**src/rtl/seq_divider_3bit.sv**
```systemverilog
// ---------------------------------------------------------------------------
// seq_divider_3bit
//
// Sequential restoring divider for unsigned operands. It produces one quotient
// bit per clock by trial-subtracting the divisor from a shifted partial
// remainder. The subtract is done as rem + ~{0,B} + 1, and the carry-out means
// "no borrow" (rem >= B).
//
// Parameters
//   WIDTH        operand / quotient / remainder width (default 3)
//
// Ports
//   clk          rising-edge clock
//   rst_n        asynchronous active-low reset
//   start        request; sampled only in IDLE or DONE
//   A            dividend, captured on the accepting edge
//   B            divisor, captured on the accepting edge
//   Q            quotient (registered)
//   R            remainder (registered)
//   busy         high while iterating
//   done         one-cycle completion pulse
//   div_by_zero  high with done when B was 0; held until the next accept
//   dbg_state    current FSM state (0 = IDLE, 1 = CALC, 2 = DONE)
//
// Handshake: an operation is accepted on any rising edge where the FSM is in
// IDLE or DONE and start = 1. start is ignored in CALC. A and B only matter on
// the accepting edge. The result is valid in the single cycle where done = 1,
// and Q/R then hold until the next accept.
// ---------------------------------------------------------------------------
module seq_divider_3bit #(
  parameter int WIDTH = 3
) (
  input  logic             clk,
  input  logic             rst_n,
  input  logic             start,
  input  logic [WIDTH-1:0] A,
  input  logic [WIDTH-1:0] B,
  output logic [WIDTH-1:0] Q,
  output logic [WIDTH-1:0] R,
  output logic             busy,
  output logic             done,
  output logic             div_by_zero,
  output logic [1:0]       dbg_state
);

  localparam int CW = $clog2(WIDTH + 1);

  typedef enum logic [1:0] {
    IDLE = 2'd0,
    CALC = 2'd1,
    DONE = 2'd2
  } state_t;

  state_t           state;
  logic [CW-1:0]    count;
  logic [WIDTH-1:0] dividend;
  logic [WIDTH-1:0] divisor;
  logic [WIDTH:0]   rem;

  // One restoring step, evaluated combinationally from the current registers.
  logic [WIDTH:0]   rem_sh;
  logic [WIDTH+1:0] trial;
  logic             no_borrow;
  logic [WIDTH:0]   rem_next;
  logic             accept;

  always_comb begin
    // Shift the dividend MSB into the partial remainder.
    rem_sh    = (rem << 1) | {{WIDTH{1'b0}}, dividend[WIDTH-1]};
    // Subtract mode of the add/subtract datapath: invert the operand and add 1.
    // Bit WIDTH+1 is the carry-out, which is set exactly when rem_sh >= divisor.
    trial     = {1'b0, rem_sh} + {1'b0, ~{1'b0, divisor}} + {{(WIDTH+1){1'b0}}, 1'b1};
    no_borrow = trial[WIDTH+1];
    rem_next  = no_borrow ? trial[WIDTH:0] : rem_sh;
    accept    = start && ((state == IDLE) || (state == DONE));
  end

  assign dbg_state = state;

  always_ff @(posedge clk or negedge rst_n) begin
    if (!rst_n) begin
      state       <= IDLE;
      count       <= '0;
      dividend    <= '0;
      divisor     <= '0;
      rem         <= '0;
      Q           <= '0;
      R           <= '0;
      busy        <= 1'b0;
      done        <= 1'b0;
      div_by_zero <= 1'b0;
    end else begin
      case (state)
        IDLE, DONE: begin
          done <= 1'b0;
          if (state == DONE) state <= IDLE;
          if (accept) begin
            dividend    <= A;
            divisor     <= B;
            rem         <= '0;
            Q           <= '0;
            R           <= '0;
            div_by_zero <= 1'b0;
            if (B != '0) begin
              state <= CALC;
              count <= CW'(WIDTH);
              busy  <= 1'b1;
            end else begin
              // Division by zero skips CALC and reports at once.
              state       <= DONE;
              count       <= '0;
              Q           <= '1;
              R           <= A;
              div_by_zero <= 1'b1;
              done        <= 1'b1;
            end
          end
        end

        CALC: begin
          rem      <= rem_next;
          dividend <= dividend << 1;
          Q        <= {Q[WIDTH-2:0], no_borrow};
          count    <= count - CW'(1);
          if (count == CW'(1)) begin
            // Last iteration: publish the remainder together with done.
            R     <= rem_next[WIDTH-1:0];
            state <= DONE;
            busy  <= 1'b0;
            done  <= 1'b1;
          end
        end

        default: begin
          state <= IDLE;
          busy  <= 1'b0;
          done  <= 1'b0;
        end
      endcase
    end
  end

endmodule
```
**config.mk**
```make
export PLATFORM = sky130hd
export DESIGN_NAME = seq_divider_3bit
export DESIGN_NICKNAME = d
export VERILOG_FILES = /design/src/rtl/seq_divider_3bit.sv
export SDC_FILE = /design/constraint.sdc
export NUM_CORES = 1
export LEC_CHECK = 0
export BUFFER_PORTS_ARGS = -buffer_cell sky130_fd_sc_hd__buf_2
export CORE_ASPECT_RATIO = 0.7
export CORE_MARGIN = 5
export CORE_UTILIZATION = 53
export CTS_CLUSTER_DIAMETER = 100
export CTS_CLUSTER_SIZE = 20
export DETAILED_ROUTE_END_ITERATION = 8
export PLACE_DENSITY_LB_ADDON = 0.15
export SLEW_MARGIN = 30
export SYNTH_ARGS = -nofsm -noshare
export SYNTH_HDL_FRONTEND = slang
export SYNTH_SLANG_ARGS = --single-unit
```
**constraint.sdc**
```tcl
create_clock -name clk -period 2 [get_ports clk]
set_input_delay 0.3 -clock clk [delete_from_list [all_inputs] [get_ports clk]]
set_output_delay 0.3 -clock clk [all_outputs]
set_load 0.02 [all_outputs]
```
==> qor.csv, run 1 <==
metric,value,unit
finalSetupViolCount,0,
dpl.hpwl,1607,um
hold_class,in2reg,
drtAntennaViolNets,0,
synth_top_area_share,52.57,%
portBuffers,19,
area_growth,12.43,%
drcViolationCount,0,
status,completed,
rsz0062_at_grt,false,
power.density,1760,mW/mm^2
drv_slew,0,
clock.fmax,0.5372,GHz
synthFlopType,dfrtp_1,
initial_core_util,55.99,%
synth_top_area_cell,dfrtp_1,
final_nets,144,
critPathCaptureType,register,
synth.distinct_cells,31,
p_sw_share,44.33,%
fin_crit,1.861,ns
clock-sinks,22,
place_area,0.001145,sq mm
ys.warnings.count,0,
cp_slowest_cell,fa_1,
cts_tree,done,
track_usage,15.51,%
postLayoutCellArea,0.001177,sq mm
path_max_fanout,5,
synth_area,0.001047,sq mm
path_clk_slew,0.12,ns
finalClockSkew,0.009779,ns
antenna_found_initial,0,
hold_violations,0,
rows,13,
vias,811,
cts-root-to-sink-buffers,2,
cp.required,2.24,ns
grt_pass1_wl,3491,um
pin_count,20,
maxSlewHeadroom,65.26,%
vdd_drop_max,0.001092,V
synth_seq_cells,22,
whs,0.1961,ns
wirelength,2141,um
path_class,reg2reg,
grt_pass1_vias,732,
synth_nets,122,
fp.coreArea,0.001871,sq mm
wl_per_cell,14.18,um
antenna_cells,0,
synth-edff-count,0,
leakagePower,0.0006144,uW
htree_levels,1,
tns,0,ns
p_clk_share,9.6,%
final.fill_count,162,
cts_setup_buffers,0,
drive_gt1_share,21.71,%
synth_area_leaders,"dfrtp_1, nand2_1, ha_1",
first_pass_iters,4,
grt.overflow.total,0,
clk_latency,0.31,ns
die_height,47.19,um
tightest_slew,0.5200,ns
post-route-util,62.94,%
startpoint_type,register,
avgSynthCellArea,9.608,sq um
pwr-share-seq,38.3,%
combPwrFrac,52.1,%
place.gp.congestion,0.8402,
cts_buffers,3,
p_sw,918.6,uW
avgViaCountPerCell,5.371,
die_x,63.13,um
ys_seq_area_share,52.57,%
root_buffer,clkbuf_4,
cp_slowest_stage_delay,0.37,ns
drt-initial-drc-count,36,
synthesis.instances,109,
maxCapViolCount,0,
worstPathArrival,2.10,ns
p_int,1154,uW
path_cells,inv_1 > ha_1 > fa_1 > nand2b_1 > and3_1 > a211o_1 > a31oi_1,
grt_start_max_net_pins,23,
async_reset_ff_share,100.0,%
fin_crit_sh,93.07,%
die_area,0.002979,sq mm
[synth_stat cells, types with 2 or more instances]
cell and count:
nand2_1 29, dfrtp_1 22, nor2_1 10, a31oi_1 5, inv_1 4, o21ai_0 4, a22oi_1 3, ha_1 3
nand2b_1 3, a21oi_1 2, and3_1 2, buf_6 2, nor2b_1 2
[final timing paths]
kind	from	end	slack [ns]	cells past startpoint
worst max-delay path	dividend[2]$_DFFE_PN0P_	R[1]$_DFFE_PN0P_	0.14	7
worst min register to register	rem[0]$_DFFE_PN0P_	rem[0]$_DFFE_PN0P_	0.49	2
worst min-delay path	B[1]	divisor[1]$_DFFE_PN0P_	0.20	3
worst max register to register	dividend[2]$_DFFE_PN0P_	R[1]$_DFFE_PN0P_	0.14	7
min in group asynchronous	rst_n	busy$_DFFE_PN0P_	0.47	2
max in group asynchronous	rst_n	rem[0]$_DFFE_PN0P_	1.20	2
[power groups by stage]
stage          clock network (uW)  registers, uW  logic [uW]
6_report                      198            795        1080
5_1_grt                       226            829        1220
4_1_cts                       207            792        1080
3_5_place_dp                    0            800        1080
3_3_place_gp                    0            796        1050
2_1_floorplan                   0            912         685
[stage by stage]
step / power, uW / setup WS (ns) / cells
floorplan: 1597 / 0.2711 / 109
global placement: 1850 / 0.2263 / 147
detailed placement: 1878 / 0.1512 / 147
CTS: 2080 / 0.1420 / 151
global route: 2271 / 0.007767 / 151
finish: 2072 / 0.1386 / 151
[layout by cell type (no fill, tap or decap), drive strengths merged]
master and count:
inv 4, nand2 30, a22o 1, or3 2, nand3b 1, a221o 1
nor3 1, a21oi 3, fa 1, a22oi 3, nand2b 3, and3 2
ha 3, a21o 1, nor2 10, dfrtp 22, or2 1, nand4 1
or3b 1, o21ai 4, dlygate4sd3 1, a31oi 5, o31a 1, clkbuf 3
a211o 1, buf 21, nor2b 2
[sequential cells by signal, indices dropped and copies added, names as in the netlist]
signal / cells
Q: 3
rem: 3
divisor: 3
count: 2
busy: 1
done: 1
div_by_zero: 1
dividend: 3
R: 3
dbg_state: 2
[metal layers]
layer	vias up	wire, um	GRT usage, %
met5	-	0	0
met4	0	0	2.542
li1	405	-	-
met3	0	135	4.545
met2	23	897	23.11
met1	383	1108	22.87
[critical path, delay by kind of cell (launching register included)]
kind,cells,cell delay (ns)
AOI/OAI and AO/OA,2,0.42
DFF,1,0.35
and+or+nand+nor,2,0.40
buffers and inverters,1,0.06
adders and majority gates,2,0.58
[layout make-up]
class | instances | area (sq um) | share of cell area [%]
repair buffers | 22 | 120.1 | 10.20
multi-input cells | 78 | 441.7 | 37.51
inverters | 4 | 15.01 | 1.275
well taps | 22 | 27.53 | 2.338
clock buffers | 3 | 22.52 | 1.913
flip-flops and latches | 22 | 550.5 | 46.76
[logic make-up (layout without fill, tap and decap cells)]
| kind of cell | after synthesis | in the layout | synth area share (%) |
|---|---|---|---|
| AOI/OAI and AO/OA | 20 | 20 | 13.02 |
| adders and majority gates | 4 | 4 | 5.496 |
| buffers and inverters | 9 | 29 | 5.256 |
| DFF | 22 | 22 | 52.57 |
| and+or+nand+nor | 54 | 54 | 23.66 |
[what timing repair did]
item                                   in CTS  in global routing
gates resized for setup                     0                  0
endpoints found under the hold margin      22                  0
hold buffers                                1                  0
(Power assumes the default switching activity.)
==> run 2, diff against run 1 <==
--- a/config.mk
+++ b/config.mk
@@ -8,7 +8,7 @@
 export BUFFER_PORTS_ARGS = -buffer_cell sky130_fd_sc_hd__buf_2
 export CORE_ASPECT_RATIO = 0.7
 export CORE_MARGIN = 5
-export CORE_UTILIZATION = 53
+export CORE_UTILIZATION = 48
 export CTS_CLUSTER_DIAMETER = 100
 export CTS_CLUSTER_SIZE = 20
 export DETAILED_ROUTE_END_ITERATION = 8
==> constraint.sdc (replaced) <==
create_clock -name clk -period 1.54 [get_ports clk]
set_input_delay 0.231 -clock clk [delete_from_list [all_inputs] [get_ports clk]]
set_output_delay 0.231 -clock clk [all_outputs]
set_load 0.02 [all_outputs]
==> run 2 against run 1 <==
- the run now ends with setup timing left
- via count increased by 6.2%
- design area increased by 10%
- largest cell class unchanged
- core utilization fell by 1.8 points
- hold slack worse by 0.066 ns
- largest power group unchanged
- sequential share of layout area is 4.2 points lower
- highest routed layer is now met4
- critical path type unchanged
- routed wire length up 4.8%
==> qor.csv, run 2 (synthesized netlist as in run 1, its figures left out) <==
metric,value,unit
status,"finished, violations left",
violations,setup timing,
layout_common_cells,"nand2_1, dfrtp_1, buf_2",
maxCapViolCount,0,
area_growth,23.66,%
die_height,49.08,um
grt_pass1_vias,800,
clock-sinks,22,
post_layout_nonfiller_instances,170,
cp.required,1.78,ns
drv_slew,0,
cts_buffers,3,
antenna_cells,0,
initial_core_util,49.41,%
worstPathArrival,1.92,ns
cts-root-to-sink-buffers,2,
wirelength,2243,um
p_sw_share,42.45,%
power.density,2355,mW/mm^2
path_class,reg2reg,
mostFrequentLayoutCell,nand2_1,
tightest_slew,0.4969,ns
portBuffers,19,
combPwrFrac,57.1,%
htree_levels,1,
pin_count,20,
hold_class,in2reg,
first_pass_iters,4,
antenna_found_initial,0,
cp_slowest_stage_delay,0.39,ns
leakagePower,0.0006621,uW
p_int,1755,uW
place.gp.congestion,0.8802,
vias,861,
drive_gt1_share,31.88,%
drtAntennaViolNets,0,
dpl.hpwl,1663,um
grt.overflow.total,0,
grt_start_max_net_pins,23,
setup_ws,-0.1420,ns
path_clk_slew,0.12,ns
placedCellCount,164,
p_sw,1295,uW
tns,-0.3614,ns
hold_violations,0,
root_buffer,clkbuf_4,
finalSetupViolCount,5,
drt-initial-drc-count,63,
critPathCaptureType,register,
die_x,65.83,um
cp_slowest_cell,dfrtp_1,
final_nets,153,
fp.coreArea,0.002120,sq mm
p_clk_share,8.6,%
rows,14,
startpoint_type,register,
cts_tree,done,
grt_pass1_wl,3857,um
rsz0062_at_grt,true,
track_usage,15.83,%
drcViolationCount,0,
finalClockSkew,0.009196,ns
wl_per_cell,13.19,um
path_cells,inv_2 > ha_4 > fa_2 > nand2b_4 > and3_4 > a211o_1 > a31oi_1,
fin_crit_sh,109.2,%
whs,0.1299,ns
final.fill_count,190,
clk_latency,0.31,ns
die_area,0.003231,sq mm
pwr-share-seq,34.3,%
vdd_drop_max,0.001081,V
clock.fmax,0.5945,GHz
maxSlewHeadroom,66.88,%
fin_crit,1.682,ns
path_max_fanout,4,
avgViaCountPerCell,5.065,
-- run 2: final cells by class --
| type | count | area, sq um | area share (%) |
|---|---|---|---|
| timing repair buffer | 31 | 187.7 | 14.49 |
| sequential | 22 | 550.5 | 42.51 |
| multi-input combinational | 78 | 479.2 | 37.00 |
| clock buffer | 3 | 22.52 | 1.739 |
| inverter | 4 | 15.01 | 1.159 |
| tap | 32 | 40.04 | 3.092 |
-- run 2: what timing repair did --
| item | 4_1_cts | 5_1_grt |
|---|---|---|
| pin swaps | 6 | 3 |
| gates cloned | 0 | 0 |
| setup endpoints to repair | 6 | 6 |
| hold buffers | 1 | 0 |
| gates resized for setup | 5 | 1 |
| hold endpoints to repair | 22 | 0 |
| setup buffers | 1 | 1 |
-- run 2: stage by stage --
stage / util [%] / worst slack, ns / total power, uW / cell area [sq um]
final: 61.10 / -0.1420 / 3050 / 1295
after detailed placement: 57.67 / -0.1667 / 2655 / 1222
after global placement: 57.67 / -0.1059 / 2617 / 1222
after floorplan: - / -0.07893 / 2135 / 1060
after global routing: 61.10 / -0.2364 / 3326 / 1295
after CTS: 60.51 / -0.1324 / 3019 / 1282
-- run 2: metal layers --
metal  vias to the layer above  routed length, um  GRT usage [%]
met5                         -                  0              0
li1                        429                  -              -
met2                        16                958          21.96
met1                       414               1158          23.01
met3                         2                110          5.760
met4                         0                 16          4.138
-- run 2: power groups by stage --
stage | clock network [uW] | logic [uW] | registers [uW]
after floorplan | 0 | 949 | 1190
after global placement | 0 | 1580 | 1040
after detailed placement | 0 | 1610 | 1050
after CTS | 269 | 1710 | 1040
after global routing | 293 | 1950 | 1090
final | 263 | 1740 | 1050
-- run 2: final timing paths --
path                       cells after the start                     from  slack [ns]                endpoint
max                                            7  dividend[2]$_DFFE_PN0P_       -0.14        R[1]$_DFFE_PN0P_
min                                            3                     B[1]        0.13  divisor[1]$_DFFE_PN0P_
max reg2reg                                    7  dividend[2]$_DFFE_PN0P_       -0.14        R[1]$_DFFE_PN0P_
min reg2reg                                    2       rem[0]$_DFFE_PN0P_        0.48      rem[0]$_DFFE_PN0P_
max in group asynchronous                      2                    rst_n        0.79        R[0]$_DFFE_PN0P_
min in group asynchronous                      2                    rst_n        0.41        Q[0]$_DFFE_PN0P_
-- run 2: worst max-delay path: cells and delay by family, from the launching register on --
kind,cells,cell delay [ns]
compound gates,2,0.36
fa+ha+maj,2,0.48
buf+inv,1,0.06
flops,1,0.39
simple gates,2,0.32
